===== config.mk =====
export PLATFORM = sky130hd
export DESIGN_NAME = pleiads_rom_loader
export DESIGN_NICKNAME = d
export VERILOG_FILES = /design/src/rtl/pleiads_rom_loader.sv
export SDC_FILE = /design/constraint.sdc
export NUM_CORES = 1
export LEC_CHECK = 0
export BUFFER_PORTS_ARGS = -buffer_cell sky130_fd_sc_hd__buf_4
export CAP_MARGIN = 25
export CORE_MARGIN = 8
export CORE_UTILIZATION = 45
export DETAILED_ROUTE_END_ITERATION = 8
export MAX_ROUTING_LAYER = met4
export PLACE_DENSITY = 0.7
export SLEW_MARGIN = 20
export SYNTH_ARGS = -nofsm -noshare
export SYNTH_HDL_FRONTEND = slang
export SYNTH_SLANG_ARGS = --single-unit

===== constraint.sdc =====
create_clock -name clk -period 3.1 [get_ports clk]
set_input_delay 0 -clock clk [delete_from_list [all_inputs] [get_ports clk]]
set_output_delay 0 -clock clk [all_outputs]
set_load 0.1 [all_outputs]

===== src/rtl/pleiads_rom_loader.sv =====
// HPS download steering for the Pleiads core: routes download bytes into the
// program, character and palette ROM regions and holds the core in reset until the load settles.
module pleiads_rom_loader #(
  parameter int HOLD_CYCLES = 16
) (
  input  logic        clk,
  input  logic        reset_n,
  input  logic        dl_active,
  input  logic        dl_wr,
  input  logic [24:0] dl_addr,
  input  logic [7:0]  dl_data,
  output logic        cpu_rom_we,
  output logic        bg_rom_we,
  output logic        fg_rom_we,
  output logic        prom_we,
  output logic [15:0] wr_addr,
  output logic [7:0]  wr_data,
  output logic        core_reset,
  output logic        dl_done,
  output logic        dl_error,
  output logic [7:0]  checksum,
  output logic [16:0] byte_count
);

  localparam logic [7:0] HOLD_LOAD = 8'(HOLD_CYCLES);

  typedef enum logic [1:0] {IDLE, LOAD, HOLD, RUN} state_t;
  typedef enum logic [1:0] {SEL_CPU, SEL_BG, SEL_FG, SEL_PROM} sel_t;

  state_t      state;
  logic [7:0]  hold_cnt;

  logic        window_p0;
  logic        entering_p0;
  logic        vld_p0;
  logic        bad_p0;
  sel_t        sel_p0;
  logic [15:0] addr_p0;

  function automatic logic [16:0] sat_inc(input logic [16:0] v);
    return (v == 17'h1FFFF) ? v : v + 17'd1;
  endfunction

  // Stage p0: window, region decode and local address of the incoming byte
  always_comb begin
    window_p0   = (state == LOAD) || dl_active;
    entering_p0 = dl_active && (state != LOAD);
    vld_p0      = 1'b0;
    bad_p0      = 1'b0;
    sel_p0      = SEL_CPU;
    addr_p0     = 16'h0000;
    if (dl_addr < 25'h04000) begin
      sel_p0  = SEL_CPU;
      addr_p0 = {2'b00, dl_addr[13:0]};
    end else if (dl_addr < 25'h05000) begin
      sel_p0  = SEL_BG;
      addr_p0 = {4'h0, dl_addr[11:0]};
    end else if (dl_addr < 25'h06000) begin
      sel_p0  = SEL_FG;
      addr_p0 = {4'h0, dl_addr[11:0]};
    end else begin
      sel_p0  = SEL_PROM;
      addr_p0 = {7'h00, dl_addr[8:0]};
    end
    if (window_p0 && dl_wr) begin
      vld_p0 = (dl_addr < 25'h06200);
      bad_p0 = !vld_p0;
    end
  end

  // Stage p1: registered strobes, bookkeeping and control state
  always_ff @(posedge clk or negedge reset_n) begin
    if (!reset_n) begin
      state      <= IDLE;
      hold_cnt   <= 8'h00;
      cpu_rom_we <= 1'b0;
      bg_rom_we  <= 1'b0;
      fg_rom_we  <= 1'b0;
      prom_we    <= 1'b0;
      wr_addr    <= 16'h0000;
      wr_data    <= 8'h00;
      core_reset <= 1'b1;
      dl_done    <= 1'b0;
      dl_error   <= 1'b0;
      checksum   <= 8'h00;
      byte_count <= 17'h00000;
    end else begin
      cpu_rom_we <= vld_p0 && (sel_p0 == SEL_CPU);
      bg_rom_we  <= vld_p0 && (sel_p0 == SEL_BG);
      fg_rom_we  <= vld_p0 && (sel_p0 == SEL_FG);
      prom_we    <= vld_p0 && (sel_p0 == SEL_PROM);
      dl_done    <= 1'b0;
      if (vld_p0) begin
        wr_addr <= addr_p0;
        wr_data <= dl_data;
      end

      // A byte landing on the entry edge becomes the first byte of the fresh download
      if (entering_p0) begin
        byte_count <= vld_p0 ? 17'd1 : 17'd0;
        checksum   <= vld_p0 ? dl_data : 8'h00;
        dl_error   <= bad_p0;
      end else begin
        if (vld_p0) begin
          byte_count <= sat_inc(byte_count);
          checksum   <= checksum + dl_data;
        end
        if (bad_p0) dl_error <= 1'b1;
      end

      case (state)
        IDLE: if (dl_active) state <= LOAD;
        LOAD: begin
          if (!dl_active) begin
            state    <= HOLD;
            hold_cnt <= HOLD_LOAD;
          end
        end
        HOLD: begin
          if (dl_active) begin
            state    <= LOAD;
            hold_cnt <= 8'h00;
          end else if (hold_cnt <= 8'd1) begin
            state      <= RUN;
            hold_cnt   <= 8'h00;
            dl_done    <= 1'b1;
            core_reset <= 1'b0;
          end else begin
            hold_cnt <= hold_cnt - 8'd1;
          end
        end
        RUN: begin
          if (dl_active) begin
            state      <= LOAD;
            core_reset <= 1'b1;
          end
        end
        default: state <= IDLE;
      endcase
    end
  end

endmodule

# --- After elaboration in Yosys (flattened, before gate mapping) ---
# Index checks and enable logic that the tools add are counted.
totals:
  elab_cells: 88
  out_inout_bits: 56
  regBits: 66
op_classes:
  order_cmp: 5
  add_sub_neg: 3
  n_eq_ne: 15
  mux: 33
  n_reduce_logical: 19
ops:
  columns: ["op", "n"]
  rows:
  - ["25-bit by 15-bit less-than comparator with 1-bit output (second input constant)", 4]
  - ["17-bit 2-to-1 mux", 3]
  - ["8-bit 2-to-1 mux", 6]
  - ["12-bit 2-to-1 mux", 2]
  - ["17-bit by 1-bit adder with 17-bit output (second input constant)", 1]
  - ["17-bit equality test (second input constant)", 1]
  - ["8-bit one-hot mux with 2 select lines", 1]
  - ["14-bit 2-to-1 mux", 1]
  - ["1-bit 2-to-1 mux", 12]
  - ["2-bit 2-to-1 mux", 6]
  - ["2-bit != test (second input constant)", 5]
  - ["8-bit adder", 1]
  - ["2-bit equality test (second input constant)", 4]
  - ["8-bit by 1-bit less-or-equal comparator with 1-bit output (second input constant)", 1]
  - ["2-bit nonzero test", 4]
  - ["8-bit by 1-bit subtractor with 8-bit output (second input constant)", 1]
  - ["1-bit logical AND", 6]
  - ["2-bit one-hot mux with 3 select lines", 1]
  - ["2-bit by 1-bit equality test with 1-bit output (second input constant)", 2]
  - ["2-bit logical NOT", 2]
  - ["2-bit by 1-bit != test with 1-bit output (second input constant)", 2]
  - ["2-bit AND reduction", 2]
  - ["4-bit AND reduction", 1]
  - ["3-bit != test (second input constant)", 1]
  - ["5 further kinds", 5]

# --- Depth between registers and ports, before layout ---
# Gate-level depths: netlist (run 1).
logic_depth:
  depth_word: 6
  depth_mapped: 10

# --- Worst setup path before layout (run 1) ---
# Ideal clock, no wire load.
synth_timing:
  kind: "reg2reg"
  start: "register byte_count[8]"
  end: "register byte_count[4]"
  required_ps: 3026
  path_slack_ps: 121
  t_arrival_ps: 2905
  synth_period_minus_slack_ps: 2979
  stages_incl_launch_ff: 11
  path_cell_list: "dfrtp_1 -> and4_1 -> and3_1 -> and3_1 -> and3_1 -> ha_1 -> nor4_2 -> buf_4 -> nand4_1 -> xor2_1 -> nor2_1"
synth_between:
  elab_chain_len: 3
synth_lines:
  columns: ["item", "line", "source"]
  rows:
  - ["start: declaration", "22", "output logic [16:0] byte_count"]
  - ["start signal: assignment", "100", "byte_count <= vld_p0 ? 17'd1 : 17'd0;"]
  - ["start signal: assignment", "105", "byte_count <= sat_inc(byte_count);"]
  - ["17-bit equality test", "41", "return (v == 17'h1FFFF) ? v : v + 17'd1;"]
  - ["2-bit != test (no line)", null, null]
  - ["2-bit AND reduction (no line)", null, null]
# No other way between the ends.
# A chain may end at the register's enable or synchronous reset.

# --- Worst setup path in the final report (run 1) ---
layout_timing:
  start: "register byte_count[8]"
  end: "register byte_count[2]"
# Same word-level chain as after synthesis.

==> reports/summary.md, run 1 <==
Traced cell by cell, the critical path runs through and4_1 -> and3_1 -> and3_1 -> and3_1 -> ha_1 -> nor4_2 -> buf_4 -> nand2_1 -> or2_2 -> a21oi_1. Setup violations remaining at the end of the flow were counted as 0. Once the clock tree was built, the resizer swapped 0 gates to a different size. The cell count along the critical path was 10; the number of instances in the synthesized netlist was 375. The run gives 0.8347 as the global placer's final weighted congestion. After clock tree synthesis, the clock-pin slew on the worst setup and hold paths is 70 ps.

The logs give 0 for the remaining routing DRC violations and 551 for the total placed cells including tap cells. The number of instances on the worst hold path is 4, and the time the final worst path needs with I/O delays and setup is 2580 ps. Leaving out filler cells and counting taps, the final layout contains 596.

For the worst-skew pair, the clock arrives at the later sink with an insertion delay of 340 ps. The horizontal die dimension is 102.7 um. The hold violation count in the final report came out at 0. Element type at the critical path end: a flop. VDD sags by at most 0.3719 mV. The total buffers and inverters traversed by the critical path was 1; the number of enable flip-flop cells after synthesis was 0. In the synthesized netlist the dominant register cell turns out to be sky130_fd_sc_hd__dfrtp_1. For the pin with the worst max-slew slack, the measured transition is 798.8 ps. Counting distinct cell types in the post-synthesis netlist gives 51. The total track usage came out at 18.00%.

The floorplan step defined a die boundary enclosing 0.01055 sq mm. The max-cap violation count was 0; the share of layout cells above drive strength 1 was 24.55%. TritonCTS built the clock tree.

In the final timing run, aggregate negative setup slack is 0 ps. After the first detailed-routing iteration, the DRC count stood at 70. In the final routed layout, each cell accounts on average for 14.64 um. Clock tree synthesis selected as its root buffer the cell sky130_fd_sc_hd__clkbuf_8. The sequential share of the synthesized area is 47.36%.

The synthesis-to-layout area growth was 36.86%; the number of antenna violations at the first check in global routing was 0. 93 I/O pins were placed. Entering global routing, the biggest net connects 65 pins. The count of synthesis-stage warnings from yosys came out at 0.

After floorplanning, the core was sized to cover 0.007253 sq mm. The mean instance size in the synthesized netlist was 9.025 sq um; the number of input and output port buffers inserted was 90. Counting the fill cells in the layout gives 584. Buffers inserted during clock tree synthesis total 9. Between clock sinks in the finished design, the worst skew comes to 9.654 ps.

Of all nets on the critical path, the largest fanout is 12. The number of flip-flops and latches in the synthesized netlist was 64. The critical path is of the reg2reg type. The run gives 46.75% as the worst relative slew slack. Timing-limited maximum frequency: 387.6 MHz. Final cycle utilization of the critical path: 83.23%. Cell repeated most along the worst path: sky130_fd_sc_hd__and3_1.

The cell family with the largest share of critical-path delay was simple AND/OR/NAND/NOR gates. For the row count, the log shows 31. The power consumption is 2.457 mW, and the diode insertion count for antenna repair is 0. Once the floorplan was initialized, standard cells occupied 46.66% of the core. The tree built by TritonCTS fans out to 64 sinks. The flow ran to the end, and the final reports show no timing, DRC or antenna violations. For the length of the first detailed-routing pass in iterations, the log shows 4.

On the critical path, the stage with the largest delay is an instance of sky130_fd_sc_hd__dfrtp_1. The multi-input combinational cells in the finished layout cover a total of 0.001650 sq mm. The detailed router placed 3055 vias in this run. Data on the critical path is required at its endpoint by 3360 ps. In this run the static leakage power is 2.364 nW. The maximum buffer depth of the clock tree was 2; the async set-or-reset flop fraction in the synthesized netlist was 100.0%. Dividing total power by cell area gives a power density of 530.5 mW/mm^2. The largest single stage delay on the critical path is 430 ps. Summed over all nets, the half-perimeter wirelength after detailed placement is 6272 um. For the total area of sequential cells, the log shows 0.001603 sq mm.

Dividing the detail-routed via count by the number of cells gives 5.126. Setup repair after global routing left no endpoint under its margin. The endpoint arrival time on the critical path was 2840 ps; the net total in the final layout was 545. The max-slew violation count was 0.

After global routing the overflow that remains totals 0. The length in cells of the worst reg-to-reg path came out at 10. After synthesis the cells add up to 0.003384 sq mm. Wires add up to 8727 um. The logs give 3066 for the via count of the first global-routing pass and 0 for the final antenna-violating net count. The number of levels in the clock H-tree came out at 3. The tools report the startpoint type of the worst setup path as a flop. The run gives 14660 um as the wire length of the first global-routing pass. The y dimension of the die came out at 102.7 um. The path class of the tightest hold or removal check is in2reg.
## through the flow
stage | area, sq um | util, % | hold WS, ps | setup WS [ps]
floorplan | 3388 | - | -295.6 | 121.2
global placement | 4135 | 57.01 | 146.9 | 629.2
detailed placement | 4135 | 57.01 | 141.0 | 523.0
CTS | 4632 | 63.86 | 59.58 | 500.2
global route | 4632 | 63.86 | 80.86 | 366.1
finish | 4632 | 63.86 | 68.74 | 519.9
## metal layers
layer	track usage [%]	vias to the layer above	routed length, um
met1	20.96	1457	3745
met2	30.27	69	4401
met4	5.418	0	63
met5	-	-	0
met3	4.119	7	516
li1	-	1522	-
## power by group
group	internal [mW]	switching, mW
sequential	0.914	0.0779
combinational	0.277	0.462
clock	0.412	0.315
total	1.60	0.855
## final cells by class
cell class	count	area share (%)
clock buffer	11	3.269
clock inverter	5	1.189
multi-input combinational	281	35.63
tap	99	2.674
timing repair buffer	124	21.66
sequential	64	34.60
inverter	12	0.9724
## worst paths after layout
kind                       slack, ps          start       endpoint
min in group asynchronous        290        reset_n     wr_addr[6]
max in group asynchronous       2280        reset_n  byte_count[5]
max reg2reg                      520  byte_count[8]  byte_count[2]
min reg2reg                      470     wr_data[5]     wr_data[5]
max                              520  byte_count[8]  byte_count[2]
min                               70          dl_wr       dl_error
## registers in the layout, indices dropped and copies added, names as in the netlist, 2 cells and up
name,flops
checksum,8
state,2
hold_cnt,8
byte_count,17
wr_addr,14
wr_data,8
## placed cells by master (no fill, tap or decap), types with 2 or more instances in the layout
| cell type | Yosys | routed |
|---|---|---|
| sky130_fd_sc_hd__buf_4 | 3 | 95 |
| sky130_fd_sc_hd__nand2_1 | 82 | 82 |
| sky130_fd_sc_hd__dfrtp_1 | 63 | 63 |
| sky130_fd_sc_hd__dlygate4sd3_1 | 0 | 29 |
| sky130_fd_sc_hd__nor2_1 | 28 | 28 |
| sky130_fd_sc_hd__o21ai_0 | 24 | 24 |
| sky130_fd_sc_hd__nand3_1 | 22 | 22 |
| sky130_fd_sc_hd__ha_1 | 15 | 15 |
| sky130_fd_sc_hd__a21oi_1 | 14 | 14 |
| sky130_fd_sc_hd__xor2_1 | 13 | 13 |
| sky130_fd_sc_hd__inv_1 | 12 | 12 |
| sky130_fd_sc_hd__clkbuf_8 | 0 | 11 |
| sky130_fd_sc_hd__and3_1 | 7 | 7 |
| sky130_fd_sc_hd__or3_1 | 6 | 6 |
| sky130_fd_sc_hd__nor3_1 | 7 | 6 |
| sky130_fd_sc_hd__nand4_1 | 6 | 6 |
| sky130_fd_sc_hd__mux2i_1 | 5 | 5 |
| sky130_fd_sc_hd__xnor2_1 | 5 | 5 |
| sky130_fd_sc_hd__nor4_1 | 4 | 4 |
| sky130_fd_sc_hd__and4_1 | 3 | 3 |
| sky130_fd_sc_hd__or4_1 | 3 | 3 |
| sky130_fd_sc_hd__a31oi_1 | 3 | 3 |
| sky130_fd_sc_hd__o21a_1 | 2 | 2 |
| sky130_fd_sc_hd__or2_2 | 2 | 2 |
| sky130_fd_sc_hd__a211oi_1 | 2 | 2 |
| sky130_fd_sc_hd__o22ai_1 | 2 | 2 |
| sky130_fd_sc_hd__nor2b_1 | 3 | 2 |
| sky130_fd_sc_hd__o31ai_1 | 2 | 2 |
| sky130_fd_sc_hd__conb_1 | 1 | 2 |
| sky130_fd_sc_hd__clkinvlp_4 | 0 | 2 |
| sky130_fd_sc_hd__clkinv_2 | 0 | 2 |
## cell usage after synthesis, types with 3 or more instances
library cell	instances	share of area [%]
sky130_fd_sc_hd__clkbuf_1	8	0.89
sky130_fd_sc_hd__nand2_1	82	9.1
sky130_fd_sc_hd__ha_1	15	5.5
sky130_fd_sc_hd__o21ai_0	24	3.5
sky130_fd_sc_hd__buf_4	3	0.67
sky130_fd_sc_hd__and3_1	7	1.3
sky130_fd_sc_hd__or4_1	3	0.67
sky130_fd_sc_hd__xor2_1	13	3.4
sky130_fd_sc_hd__nor3_1	7	1.0
sky130_fd_sc_hd__dfrtp_1	63	47
sky130_fd_sc_hd__xnor2_1	5	1.3
sky130_fd_sc_hd__nor2b_1	3	0.55
sky130_fd_sc_hd__nand4_1	6	1.1
sky130_fd_sc_hd__nand3_1	22	3.3
sky130_fd_sc_hd__a31oi_1	3	0.55
sky130_fd_sc_hd__nor2_1	28	3.1
sky130_fd_sc_hd__inv_1	12	1.3
sky130_fd_sc_hd__a21oi_1	14	2.1
sky130_fd_sc_hd__buf_2	6	0.89
sky130_fd_sc_hd__nor4_1	4	0.74
sky130_fd_sc_hd__and4_1	3	0.78
sky130_fd_sc_hd__or3_1	6	1.1
sky130_fd_sc_hd__mux2i_1	5	1.5
## worst reg2reg max path, cell delays in order, from the launching register on
cell	delay, ps
sky130_fd_sc_hd__dfrtp_1	430
sky130_fd_sc_hd__and4_1	250
sky130_fd_sc_hd__and3_1	210
sky130_fd_sc_hd__and3_1	190
sky130_fd_sc_hd__and3_1	160
sky130_fd_sc_hd__ha_1	260
sky130_fd_sc_hd__nor4_2	290
sky130_fd_sc_hd__buf_4	220
sky130_fd_sc_hd__nand2_1	80
sky130_fd_sc_hd__or2_2	270
sky130_fd_sc_hd__a21oi_1	140
## cell families (layout without fill, tap and decap cells)
kind of cell | count (synthesis) | count (layout) | synth area share [%]
buffers and inverters | 31 | 152 | 4.214
AND/OR/NAND/NOR | 182 | 182 | 26.03
XOR/XNOR | 18 | 18 | 4.658
AO/OA/AOI/OAI | 57 | 57 | 9.686
adder cells (fa/ha/maj) | 16 | 16 | 6.137
other | 1 | 2 | 0.1108
flip-flops | 64 | 64 | 47.36
multiplexers | 6 | 6 | 1.811
## repair_timing
action / 4_1_cts / 5_1_grt
setup buffers: 0 / 0
endpoints found under the setup margin: 0 / 0
hold endpoints to repair: 97 / 0
hold buffers: 29 / 0
Power figures use the tool's default switching activity.
==> run 2: changes to the inputs <==
- ABC_AREA: unset -> 1
- PLACE_DENSITY: 0.7 -> 0.72
- clock period: 3.1 -> 2.22 ns (I/O delays scaled with it)
==> reports/summary.md, run 2 <==
Of all flip-flops after synthesis, the portion carrying an async set or reset was 100.0%. Once detailed placement completed, the half-perimeter wirelength came to 6912 um. The tools report the row count as 33. In this run the cell area measured after placement is 0.004492 sq mm.

From bottom edge to top edge, the die measures 106.9 um. The cell area that synthesis handed to floorplanning was 0.003720 sq mm. Fill cells in the final layout number 738.

Summed over all cells, the static leakage comes to 2.601 nW. Diode insertion count for antenna repair: 0. The remaining routing DRC violations is 0, and the required time reported for the critical path endpoint is 2490 ps. The detailed router finished its first iteration with 157 violations. After clock tree synthesis, the clock-pin slew on the worst setup and hold paths is 70 ps. Number of antenna violations at the first check in global routing: 0.

The largest single stage delay on the critical path is 440 ps. The logs give 9559 um for the final wirelength and 3496 for the vias after detailed routing. In this run the deepest clock path goes through 2 buffers. In this run the clock root is driven by a sky130_fd_sc_hd__clkbuf_8. At the end of routability-driven placement, the weighted congestion stood at 0.8827.

The total buffers and inverters traversed by the critical path is 1. In the global route stage, overall resource usage came out at 17.77%. Traced cell by cell, the critical path runs through ha_4 -> nand3_1 -> inv_1 -> nand2_1 -> nor4_1 -> and3_1 -> ha_2 -> nand2_2 -> nand2_4 -> nand2_1 -> nand2_1.

The worst setup skew after layout came out at 4.369 ps. Sequential elements use 43.09% of the synthesized area. For the max-slew violation count, the log shows 0.

In this run the critical register-to-register path is launched from byte_count[1]. After routing the design area is 0.004916 sq mm. Leaving out fill and tap cells, the most frequent cell in the layout is sky130_fd_sc_hd__nand2_1. The H-tree was split into 3 levels. The highest net fanout along the worst path is 17. Based on the critical path, the design can be clocked at up to 500.7 MHz. The worst setup path is captured at a flop. The cell family with the largest share of critical-path delay was simple AND/OR/NAND/NOR gates. Via count of the first global-routing pass: 3391. The worst relative slew slack was 45.61%; the net total in the final layout was 662. The number of setup buffers added after CTS is 0.

The largest registers in the layout are byte_count: 17 flops, wr_addr: 14 flops. The run gives 0 as the final setup violation count. For the overflow left after global routing, the log shows 0. In this design, the critical path's most frequently occurring cell is sky130_fd_sc_hd__nand2_1. Time the final worst path needs with I/O delays and setup: 1997 ps.

Entering global routing, the biggest net connects 65 pins. For the worst flop-to-flop path, the logic depth is 11. The area share of the leading cell type in the synthesized netlist was 42.38%. Counting the buffers created by CTS gives 9. The synthesis-to-layout area growth works out to 32.16%. Data on the critical path arrives at its endpoint at 2270 ps.

The number of instances on the worst hold path came out at 3. Ranked by instance count, the synthesized netlist is headed by 178 x sky130_fd_sc_hd__nand2_1, 63 x sky130_fd_sc_hd__dfrtp_1, 54 x sky130_fd_sc_hd__inv_1. In the final timing run, aggregate negative setup slack is 0 ps. The via count normalized by instance count is 4.862. The cell count after synthesis came out at 494. The critical path starts at byte_count[1]. The floorplan step defined a core boundary enclosing 0.008134 sq mm. After synthesis the netlist holds a flip-flop and latch count of 64.

The max-cap violation count is 0. The length of the first detailed-routing pass in iterations was 4; the post-synthesis cell type count was 40. For the number of sinks on the clock net, the log shows 64.

The number of resized instances in the post-cts repair step was 0. Of the cells placed in the final design, the portion with a size suffix greater than 1 is 22.31%. The count of synthesis-stage warnings from yosys was 0. On the final layout, the worst hold slack is 15.33 ps.

The slowest cell on the critical path is sky130_fd_sc_hd__dfrtp_4. The final cycle utilization of the critical path works out to 89.96%. In this run the most critical hold path is launched from dl_data[1]. The register with the most flip-flops is byte_count. For this configuration, the core starts out at a cell density of 45.73%.

During placement, the flow inserted port buffers numbering 90. Dividing the synthesized area by the synthesized cell count gives 7.530 sq um. In the layout the commonest cells are 177 x sky130_fd_sc_hd__nand2_1, 92 x sky130_fd_sc_hd__buf_4, 54 x sky130_fd_sc_hd__inv_1, 50 x sky130_fd_sc_hd__nor2_1, 49 x sky130_fd_sc_hd__dfrtp_1. In the post-synthesis netlist, the cell with the most instances is sky130_fd_sc_hd__nand2_1. Kind of critical path: reg2reg. TritonCTS built the clock tree.

The tools report the startpoint type of the worst setup path as a flop. The boundary pin count was 93; the peak supply drop was 0.7052 mV. The first global-routing pass estimated 16130 um of wire.

The run finished with clean final reports. Once detail routing completed, the nets flagged for antenna violations numbered 0. After clock tree synthesis, the flow added hold-fix buffers numbering 24. The run gives 0 as the hold violation count in the final report. At the pin with the least slew margin, the transition time is 815.8 ps. Endpoint of the most critical register-to-register path: byte_count[1]. Yosys attributes the largest share of cell area to sky130_fd_sc_hd__dfrtp_1 42%, sky130_fd_sc_hd__nand2_1 18%, sky130_fd_sc_hd__inv_1 5.4%, sky130_fd_sc_hd__ha_1 5.0%, sky130_fd_sc_hd__nor2_1 5.0%. The number of enable flip-flop cells after synthesis was 0.

Setup repair after global routing left no endpoint under its margin. Worst setup slack for register-to-register paths: 220 ps. The synthesized design spends more area on one cell type than any other, namely sky130_fd_sc_hd__dfrtp_1. In the final routed layout, each cell accounts on average for 13.29 um. The run gives 0.01143 sq mm as the overall die area. The min-delay analysis places its worst path in the category in2reg. The power density over cell area was 669.6 mW/mm^2. The worst min-delay path endpoint was wr_data[1]. The clock insertion delay at the later pin of the skew report came out at 340 ps. Among all flip-flop cells after synthesis, the most frequent one is sky130_fd_sc_hd__dfrtp_1. The register with the most flip-flops in the layout has 17 of them. The floorplan step set the die width to 106.9 um.
-- run 2: area by class of cell --
class                   instances  area [sq um]  area share (%)
multi-input cells             362          1834           37.31
flip-flops and latches         64          1625           33.06
well taps                     105         131.4           2.672
inverters                      56         210.2           4.276
clock buffers                  13         168.9           3.436
clock inverters                 3         15.01          0.3054
repair buffers                116         930.9           18.94
-- run 2: cells by family after synthesis --
group	share of synthesized area [%]
flip-flops	43.09
XOR/XNOR	3.296
buffers and inverters	8.173
adder cells (fa/ha/maj)	5.584
multiplexers	0.2691
AO/OA/AOI/OAI	6.761
other	0.1008
AND/OR/NAND/NOR	32.73
-- run 2: how the worst max path moves through the flow --
stage	cells past startpoint	end	slack, ps
after floorplan	9	checksum[4]	20
after global placement	11	byte_count[1]	290
after detailed placement	11	byte_count[1]	240
after CTS	11	byte_count[1]	210
after global routing	11	byte_count[16]	50
final	11	byte_count[1]	220
-- run 2: tightest hold or removal path, delay by kind of cell --
family	cells	cell delay, ps
AO/OA/AOI/OAI	1	160
buffers and inverters	2	150
-- run 2: per-stage QoR --
| stage | cells | power, mW | worst slack, ps | utilization [%] |
|---|---|---|---|---|
| after floorplan | 495 | 2.087 | 15.52 | - |
| after global placement | 679 | 2.317 | 287.0 | 55.22 |
| after detailed placement | 679 | 2.349 | 237.1 | 55.22 |
| after CTS | 719 | 3.323 | 211.8 | 60.44 |
| after global routing | 719 | 3.498 | 53.30 | 60.44 |
| final | 719 | 3.292 | 222.8 | 60.44 |
-- run 2: layer usage --
metal,share of wire (%),track usage [%]
met2,50,28.64
met1,44,21.83
met4,2.0,7.035
met3,4.6,2.939
met5,0,-
-- run 2: where the power goes --
part	total, mW	leakage (nW)	internal (mW)	switching (mW)
combinational	1.05	1.65	0.339	0.713
clock	0.928	0.0992	0.492	0.436
sequential	1.31	0.851	1.25	0.0606
